## src/rtl/pc_seq_ctrl_pkg.sv

```systemverilog
// pc_ctrl_pkg: shared types and constants for the PC sequencer (PC_SEQ_CTRL_PERF_EN enables perf counters)
package pc_ctrl_pkg;
  typedef enum logic [1:0] {SEQ, BRANCH, JAL, JALR} pc_op_e;
  typedef enum logic [1:0] {BOOT, IDLE, WAIT_CMP, EMIT} pc_state_e;
  localparam logic [31:0] PC_INCR   = 32'd4;
  localparam logic [31:0] BOOT_ADDR = 32'h0000_0080;
  localparam logic [31:0] TRAP_ADDR = 32'h0000_0004;
  // Misaligned targets are replaced by the trap vector.
  function automatic logic [31:0] fix_target(input logic [31:0] t);
    return t[1] ? TRAP_ADDR : t;
  endfunction
endpackage

```

## src/rtl/pc_seq_ctrl_if.sv

```systemverilog
// pc_seq_ctrl_if: Issue request, ALU compare, flush and IF handshake bundle
interface pc_seq_ctrl_if;
  import pc_ctrl_pkg::*;
  logic        req_valid_i;
  logic        req_ready_o;
  pc_op_e      req_op_i;
  logic [31:0] req_base_i;
  logic [31:0] req_offset_i;
  logic        cmp_valid_i;
  logic [31:0] cmp_result_i;
  logic        flush_i;
  logic [31:0] flush_pc_i;
  logic        pc_valid_o;
  logic [31:0] pc_o;
  logic        pc_ready_i;
  logic [31:0] link_o;
  logic        redirect_o;
  logic        trap_o;
  modport slave (
    input  req_valid_i, req_op_i, req_base_i, req_offset_i, cmp_valid_i, cmp_result_i,
           flush_i, flush_pc_i, pc_ready_i,
    output req_ready_o, pc_valid_o, pc_o, link_o, redirect_o, trap_o
  );
  modport master (
    output req_valid_i, req_op_i, req_base_i, req_offset_i, cmp_valid_i, cmp_result_i,
           flush_i, flush_pc_i, pc_ready_i,
    input  req_ready_o, pc_valid_o, pc_o, link_o, redirect_o, trap_o
  );
endinterface

```

## src/rtl/pc_seq_ctrl_perf.sv

```systemverilog
// pc_seq_perf: saturating branch/taken counters, built only with PC_SEQ_CTRL_PERF_EN
module pc_seq_perf (
  input  logic        clk_i,
  input  logic        rst_i,
  input  logic        i_branch,
  input  logic        i_taken,
  output logic [31:0] o_branch_cnt,
  output logic [31:0] o_taken_cnt
);
  logic [31:0] r_branch, r_taken;
  // Count consumed compares and taken ones, sticking at all-ones.
  always_ff @(posedge clk_i or posedge rst_i) begin
    if (rst_i) begin
      r_branch <= '0;
      r_taken  <= '0;
    end else begin
      if (i_branch && ~&r_branch) r_branch <= r_branch + 32'd1;
      if (i_taken && ~&r_taken) r_taken <= r_taken + 32'd1;
    end
  end
  assign o_branch_cnt = r_branch;
  assign o_taken_cnt  = r_taken;
endmodule

```

## src/rtl/pc_seq_ctrl.sv

```systemverilog
// pc_seq_ctrl: next-PC sequencer between Issue, ALU compare and IF (PC_SEQ_CTRL_PERF_EN adds perf counters)
module pc_seq_ctrl
  import pc_ctrl_pkg::*;
(
  input  logic clk_i,
  input  logic rst_i,
  pc_seq_ctrl_if.slave bus
`ifdef PC_SEQ_CTRL_PERF_EN
  ,
  output logic [31:0] perf_branch_o,
  output logic [31:0] perf_taken_o
`endif
);
  pc_state_e   r_state;
  logic [31:0] r_pc, r_next, r_offset, r_link;
  logic        r_req_ready, r_pc_valid, r_redirect, r_trap;
  logic [31:0] w_seq, w_req_tgt, w_cmp_tgt;
  logic        w_unused;
  assign w_seq     = r_pc + PC_INCR;
  assign w_req_tgt = bus.req_op_i == JALR ? (bus.req_base_i + bus.req_offset_i) & ~32'h1 :
                     bus.req_op_i == JAL  ? r_pc + bus.req_offset_i : w_seq;
  assign w_cmp_tgt = bus.cmp_result_i[0] ? r_pc + r_offset : w_seq;
  assign w_unused  = ^bus.cmp_result_i[31:1];
  // Sequencer FSM; flush overrides every state and all outputs are registered.
  always_ff @(posedge clk_i or posedge rst_i) begin
    if (rst_i) begin
      r_state     <= BOOT;
      r_pc        <= BOOT_ADDR;
      r_next      <= BOOT_ADDR;
      r_offset    <= '0;
      r_link      <= '0;
      r_req_ready <= 1'b0;
      r_pc_valid  <= 1'b0;
      r_redirect  <= 1'b0;
      r_trap      <= 1'b0;
    end else if (bus.flush_i) begin
      r_state     <= EMIT;
      r_next      <= bus.flush_pc_i;
      r_redirect  <= 1'b1;
      r_trap      <= 1'b0;
      r_pc_valid  <= 1'b1;
      r_req_ready <= 1'b0;
    end else begin
      case (r_state)
        BOOT: begin
          r_state    <= EMIT;
          r_next     <= BOOT_ADDR;
          r_redirect <= 1'b1;
          r_trap     <= 1'b0;
          r_pc_valid <= 1'b1;
        end
        IDLE: if (bus.req_valid_i) begin
          r_req_ready <= 1'b0;
          r_link      <= w_seq;
          r_offset    <= bus.req_offset_i;
          if (bus.req_op_i == BRANCH) r_state <= WAIT_CMP;
          else begin
            r_state    <= EMIT;
            r_pc_valid <= 1'b1;
            r_next     <= fix_target(w_req_tgt);
            r_trap     <= w_req_tgt[1];
            r_redirect <= bus.req_op_i != SEQ || w_req_tgt[1];
          end
        end
        WAIT_CMP: if (bus.cmp_valid_i) begin
          r_state    <= EMIT;
          r_pc_valid <= 1'b1;
          r_next     <= fix_target(w_cmp_tgt);
          r_trap     <= w_cmp_tgt[1];
          r_redirect <= bus.cmp_result_i[0] || w_cmp_tgt[1];
        end
        EMIT: if (bus.pc_ready_i) begin
          r_pc        <= r_next;
          r_state     <= IDLE;
          r_pc_valid  <= 1'b0;
          r_req_ready <= 1'b1;
          r_redirect  <= 1'b0;
          r_trap      <= 1'b0;
        end
      endcase
    end
  end
  assign bus.req_ready_o = r_req_ready;
  assign bus.pc_valid_o  = r_pc_valid;
  assign bus.pc_o        = r_next;
  assign bus.link_o      = r_link;
  assign bus.redirect_o  = r_redirect;
  assign bus.trap_o      = r_trap;
`ifdef PC_SEQ_CTRL_PERF_EN
  logic w_cmp_take;
  assign w_cmp_take = r_state == WAIT_CMP && bus.cmp_valid_i && !bus.flush_i;
  pc_seq_perf u_perf (
    .clk_i        (clk_i),
    .rst_i        (rst_i),
    .i_branch     (w_cmp_take),
    .i_taken      (w_cmp_take && bus.cmp_result_i[0]),
    .o_branch_cnt (perf_branch_o),
    .o_taken_cnt  (perf_taken_o)
  );
`endif
endmodule

```

## src/flat_wrapper.sv

```systemverilog
// flat-port wrapper written by rule: the top's interface ports become plain ports
module pc_seq_ctrl_flat import pc_ctrl_pkg::*;
  (clk_i, rst_i, bus_req_valid_i, bus_req_op_i, bus_req_base_i, bus_req_offset_i, bus_cmp_valid_i, bus_cmp_result_i, bus_flush_i, bus_flush_pc_i, bus_pc_ready_i, bus_req_ready_o, bus_pc_valid_o, bus_pc_o, bus_link_o, bus_redirect_o, bus_trap_o);
  pc_seq_ctrl_if bus_i ();
  input  logic clk_i;
  input  logic rst_i;
  input wire logic [$bits(bus_i.req_valid_i)-1:0] bus_req_valid_i;
  input wire logic [$bits(bus_i.req_op_i)-1:0] bus_req_op_i;
  input wire logic [$bits(bus_i.req_base_i)-1:0] bus_req_base_i;
  input wire logic [$bits(bus_i.req_offset_i)-1:0] bus_req_offset_i;
  input wire logic [$bits(bus_i.cmp_valid_i)-1:0] bus_cmp_valid_i;
  input wire logic [$bits(bus_i.cmp_result_i)-1:0] bus_cmp_result_i;
  input wire logic [$bits(bus_i.flush_i)-1:0] bus_flush_i;
  input wire logic [$bits(bus_i.flush_pc_i)-1:0] bus_flush_pc_i;
  input wire logic [$bits(bus_i.pc_ready_i)-1:0] bus_pc_ready_i;
  output wire logic [$bits(bus_i.req_ready_o)-1:0] bus_req_ready_o;
  output wire logic [$bits(bus_i.pc_valid_o)-1:0] bus_pc_valid_o;
  output wire logic [$bits(bus_i.pc_o)-1:0] bus_pc_o;
  output wire logic [$bits(bus_i.link_o)-1:0] bus_link_o;
  output wire logic [$bits(bus_i.redirect_o)-1:0] bus_redirect_o;
  output wire logic [$bits(bus_i.trap_o)-1:0] bus_trap_o;
  assign bus_i.req_valid_i = bus_req_valid_i;
  assign bus_i.req_op_i = bus_req_op_i;
  assign bus_i.req_base_i = bus_req_base_i;
  assign bus_i.req_offset_i = bus_req_offset_i;
  assign bus_i.cmp_valid_i = bus_cmp_valid_i;
  assign bus_i.cmp_result_i = bus_cmp_result_i;
  assign bus_i.flush_i = bus_flush_i;
  assign bus_i.flush_pc_i = bus_flush_pc_i;
  assign bus_i.pc_ready_i = bus_pc_ready_i;
  assign bus_req_ready_o = bus_i.req_ready_o;
  assign bus_pc_valid_o = bus_i.pc_valid_o;
  assign bus_pc_o = bus_i.pc_o;
  assign bus_link_o = bus_i.link_o;
  assign bus_redirect_o = bus_i.redirect_o;
  assign bus_trap_o = bus_i.trap_o;
  pc_seq_ctrl u_core (.clk_i(clk_i), .rst_i(rst_i), .bus(bus_i));
endmodule
```

## config.mk

```make
export PLATFORM = sky130hd
export DESIGN_NAME = pc_seq_ctrl_flat
export DESIGN_NICKNAME = d
export VERILOG_FILES = /design/src/rtl/pc_seq_ctrl_pkg.sv /design/src/rtl/pc_seq_ctrl_if.sv /design/src/rtl/pc_seq_ctrl_perf.sv /design/src/rtl/pc_seq_ctrl.sv /design/src/flat_wrapper.sv
export SDC_FILE = /design/constraint.sdc
export NUM_CORES = 1
export LEC_CHECK = 0
export ABC_CLOCK_PERIOD_IN_PS = 6630
export CAP_MARGIN = 20
export CORE_AREA = 2 2 145 147
export DETAILED_ROUTE_END_ITERATION = 10
export DIE_AREA = 0 0 147 149
export GPL_ROUTABILITY_DRIVEN = 0
export PLACE_DENSITY = 0.91
export SETUP_SLACK_MARGIN = 0.1
export SYNTH_ARGS = -nofsm -noshare
export SYNTH_HDL_FRONTEND = slang
export SYNTH_HIERARCHICAL = 1
export SYNTH_SLANG_ARGS = --single-unit
```

## constraint.sdc

```tcl
create_clock -name clk_i -period 6.63 [get_ports clk_i]
set_clock_uncertainty 0.1 [all_clocks]
set_input_delay 0.663 -clock clk_i [delete_from_list [all_inputs] [get_ports clk_i]]
set_output_delay 0.663 -clock clk_i [all_outputs]
set_load 0.01 [all_outputs]
```

==> flow_metrics.py <==
metrics = {
    "outcome": {
        "status": "completed",
    },
    "global_routing": {
        "grt_pass1_vias": 11770,
        "grt_start_max_net_pins": 86,
        "grt_overflow_total": 0,
        "grt_pass1_wl_um": 63230,
        "antenna_found_initial": 0,
        "grt.total_usage": 0.3684,
    },
    "cells_and_area": {
        "utilization": 0.6997,
        "drive_gt1_frac": 0.1079,
        "register_area_mm2": 0.003356,
        "final_nets": 1735,
        "diodes": 0,
        "synthToLayoutAreaGrowth_pct": 22.03,
        "multi_input_area_mm2": 0.008078,
        "fill_cells": 1469,
    },
    "drt": {
        "post-route-drc-count": 0,
        "antenna_left": 0,
        "drt-total-wl_um": 41240,
        "dr.pass1.iters": 7,
        "vias": 12530,
        "drt_iter0_drc": 1855,
        "vias_per_cell": 7.018,
        "wl_per_cell_um": 23.09,
    },
    "timing": {
        "setup_ws_ns": 2.342,
        "setup_tns_ns": 0,
        "finalCriticalPeriod_ns": 4.288,
        "slew_headroom": 0.3081,
        "setup-violations-final": 0,
        "slew_viol_final": 0,
        "worstMarginPinSlew_ns": 1.034,
        "rsz0062_at_grt": "no",
        "fmax_ghz": 0.2332,
        "hold_viol_final": 0,
        "fin_crit_sh": 0.6468,
    },
    "clock_network": {
        "postCtsSetupBuffers": 0,
        "cts.clk_slew.worst_paths_ns": 0.06,
        "cts_buffers": 17,
        "clockBufferDepth": 2,
        "clock_sinks": 134,
        "ctsResizeCount": 0,
        "clock_latency_ns": 0.43,
        "cts_hold_buf": 0,
        "htreeDepth": 4,
        "cts_root_buffer": "clkbuf_16",
        "cts_tree": "done",
    },
    "worst_hold_path": {
        "hold_end": "u_core/bus.link_o[23]$_DFFE_PP0P_",
        "whs_path_depth": 2,
        "min_path_type": "flip-flop to flip-flop",
        "min_from": "u_core/bus.link_o[23]$_DFFE_PP0P_",
    },
    "placed_design": {
        "port_buffers": 172,
        "place_ws_ns": 2.236,
        "hpwlAfterDp_um": 29610,
    },
    "yosys": {
        "synth_common_cells": "133 x a21oi_1, 132 x dfrtp_1, 119 x nand2_1",
        "yosysMostFrequentCell": "a21oi_1",
        "synth_edf_count": 0,
        "synthTopCellsByArea": "dfrtp_1 28%, ha_1 10%, mux2_2 7.5%",
        "synth_fp_nets": 1584,
        "ys_seq_area_frac": 0.2847,
        "postSynthCellCount": 1347,
        "synth-seq-cells": 134,
        "synth_area_mm2": 0.01179,
        "synthDistinctLibCells": 98,
        "ys_async_sr_fraction": 1.000,
        "syn_area_per_cell_um2": 8.751,
        "yosys.area.top_type": "dfrtp_1",
        "synth_top_area_frac": 0.2802,
        "ys.flop_type": "dfrtp_1",
        "yosysWarnings": 6,
    },
    "worst_setup_path": {
        "setup.worst_path.end_class": "flip-flop",
        "critical_path_arrival_ns": 4.48,
        "startpoint_type": "input port",
        "r2r_start": "u_core/r_pc[1]$_DFFE_PP0P_",
        "critical_path_class": "input port to flip-flop",
        "r2r-end": "u_core/bus.pc_o[30]$_DFFE_PP0P_",
        "rr_worst_depth": 12,
        "cp_data_required_time_ns": 6.83,
        "crit_fanout": 33,
        "reg2reg_slack_ns": 2.74,
    },
    "floorplanning": {
        "die-width_um": 147,
        "die_area_mm2": 0.02190,
        "fp.dieH_um": 149,
        "ios": 204,
        "num_rows": 53,
        "coreArea_mm2": 0.02056,
        "initial_core_util": 0.5734,
    },
    "power": {
        "p_leak_nw": 6.089,
        "ir_drop_mv": 0.1966,
        "power_mw": 6.018,
        "p_per_area_mw_per_mm2": 418.4,
    },
    "run": {
        "maxCapViolCount": 0,
    },
}
==> power by group <==
group          total (mW)  switching, mW  leakage (nW)  internal, mW
logic                3.42           1.91          4.12          1.51
clock network        1.11          0.379         0.327         0.726
registers            1.49          0.370          1.64          1.12
==> worst max path at each step <==
stage | from | end | cells past startpoint
after global routing | bus_req_op_i[1] | u_core/bus.pc_o[25]$_DFFE_PP0P_ | 11
after detailed placement | bus_req_offset_i[0] | u_core/bus.pc_o[30]$_DFFE_PP0P_ | 14
after global placement | bus_req_offset_i[0] | u_core/bus.pc_o[30]$_DFFE_PP0P_ | 14
after floorplan | rst_i | u_core/bus.link_o[0]$_DFFE_PP0P_ | 1
after CTS | bus_req_offset_i[0] | u_core/bus.pc_o[30]$_DFFE_PP0P_ | 14
final | bus_req_op_i[1] | u_core/bus.pc_o[25]$_DFFE_PP0P_ | 11
==> routing by layer <==
layer,part of all wire,vias up,track usage
met1,0.37,5796,0.4741
met3,0.14,268,0.09297
met4,0.063,0,0.1928
met5,0,-,0
li1,-,5369,-
met2,0.43,1101,0.5765
==> sequential cells by signal, summed over array words and instances, names as in the netlist, 2 cells and up <==
register / flops
u_core/bus.link_o: 32
u_core/bus.pc_o: 32
u_core/r_offset: 32
u_core/r_pc: 32
u_core/r_state: 2
==> layout make-up <==
| class | count | area share |
|---|---|---|
| Clock buffer | 20 | 0.03175 |
| Clock inverter | 12 | 0.01548 |
| Inverter | 28 | 0.007655 |
| Multi-Input combinational cell | 1134 | 0.5616 |
| Sequential cell | 134 | 0.2333 |
| Tap cell | 275 | 0.02392 |
| Timing Repair Buffer | 183 | 0.1263 |
==> per-stage QoR <==
stage | hold slack [ns] | cells | area, um^2
after global routing | 0.4092 | 1786 | 14380
after detailed placement | 0.3729 | 1753 | 13680
after floorplan | 0.3753 | 1347 | 11790
final | 0.3799 | 1786 | 14380
after CTS | 0.3855 | 1785 | 14360
after global placement | 0.3619 | 1753 | 13680
==> placed cells by master (no fill, tap or decap), drive strengths merged, types with 9 or more instances in the layout <==
| cell type | n |
|---|---|
| o21ai | 112 |
| a21oi | 134 |
| a221oi | 17 |
| ha | 98 |
| o22ai | 12 |
| nand2 | 120 |
| xor2 | 42 |
| xnor2 | 59 |
| o221ai | 10 |
| nor2b | 15 |
| a211oi | 12 |
| clkdlybuf4s50 | 172 |
| buf | 11 |
| mux2 | 79 |
| inv | 28 |
| o211ai | 17 |
| mux2i | 9 |
| dfrtp | 132 |
| a21o | 45 |
| and3 | 18 |
| clkbuf | 20 |
| nor3 | 17 |
| nand3 | 34 |
| o21a | 16 |
| nor2 | 108 |
| nand4 | 15 |
| a31oi | 14 |
==> logic make-up (layout without fill, tap and decap cells) <==
| kind of cell | Yosys count | count (layout) | synth area share |
|---|---|---|---|
| AO/OA/AOI/OAI | 473 | 473 | 0.2681 |
| XOR/XNOR | 101 | 101 | 0.07505 |
| adder cells (fa/ha/maj) | 101 | 101 | 0.1091 |
| buffers and inverters | 79 | 243 | 0.03142 |
| flip-flops | 134 | 134 | 0.2847 |
| multiplexers | 88 | 88 | 0.08311 |
| AND/OR/NAND/NOR | 371 | 371 | 0.1485 |
==> worst max-delay path, stage by stage <==
cell and delay, ns:
clkdlybuf4s50_1 0.46, buf_4 0.41, inv_1 0.59, a211oi_1 0.57, a21oi_1 0.13, nand2_1 0.56
nor2_1 0.33, o221ai_1 0.15, a221oi_1 0.07, a222oi_1 0.39, o21ai_1 0.13
(Power assumes the default switching activity.)
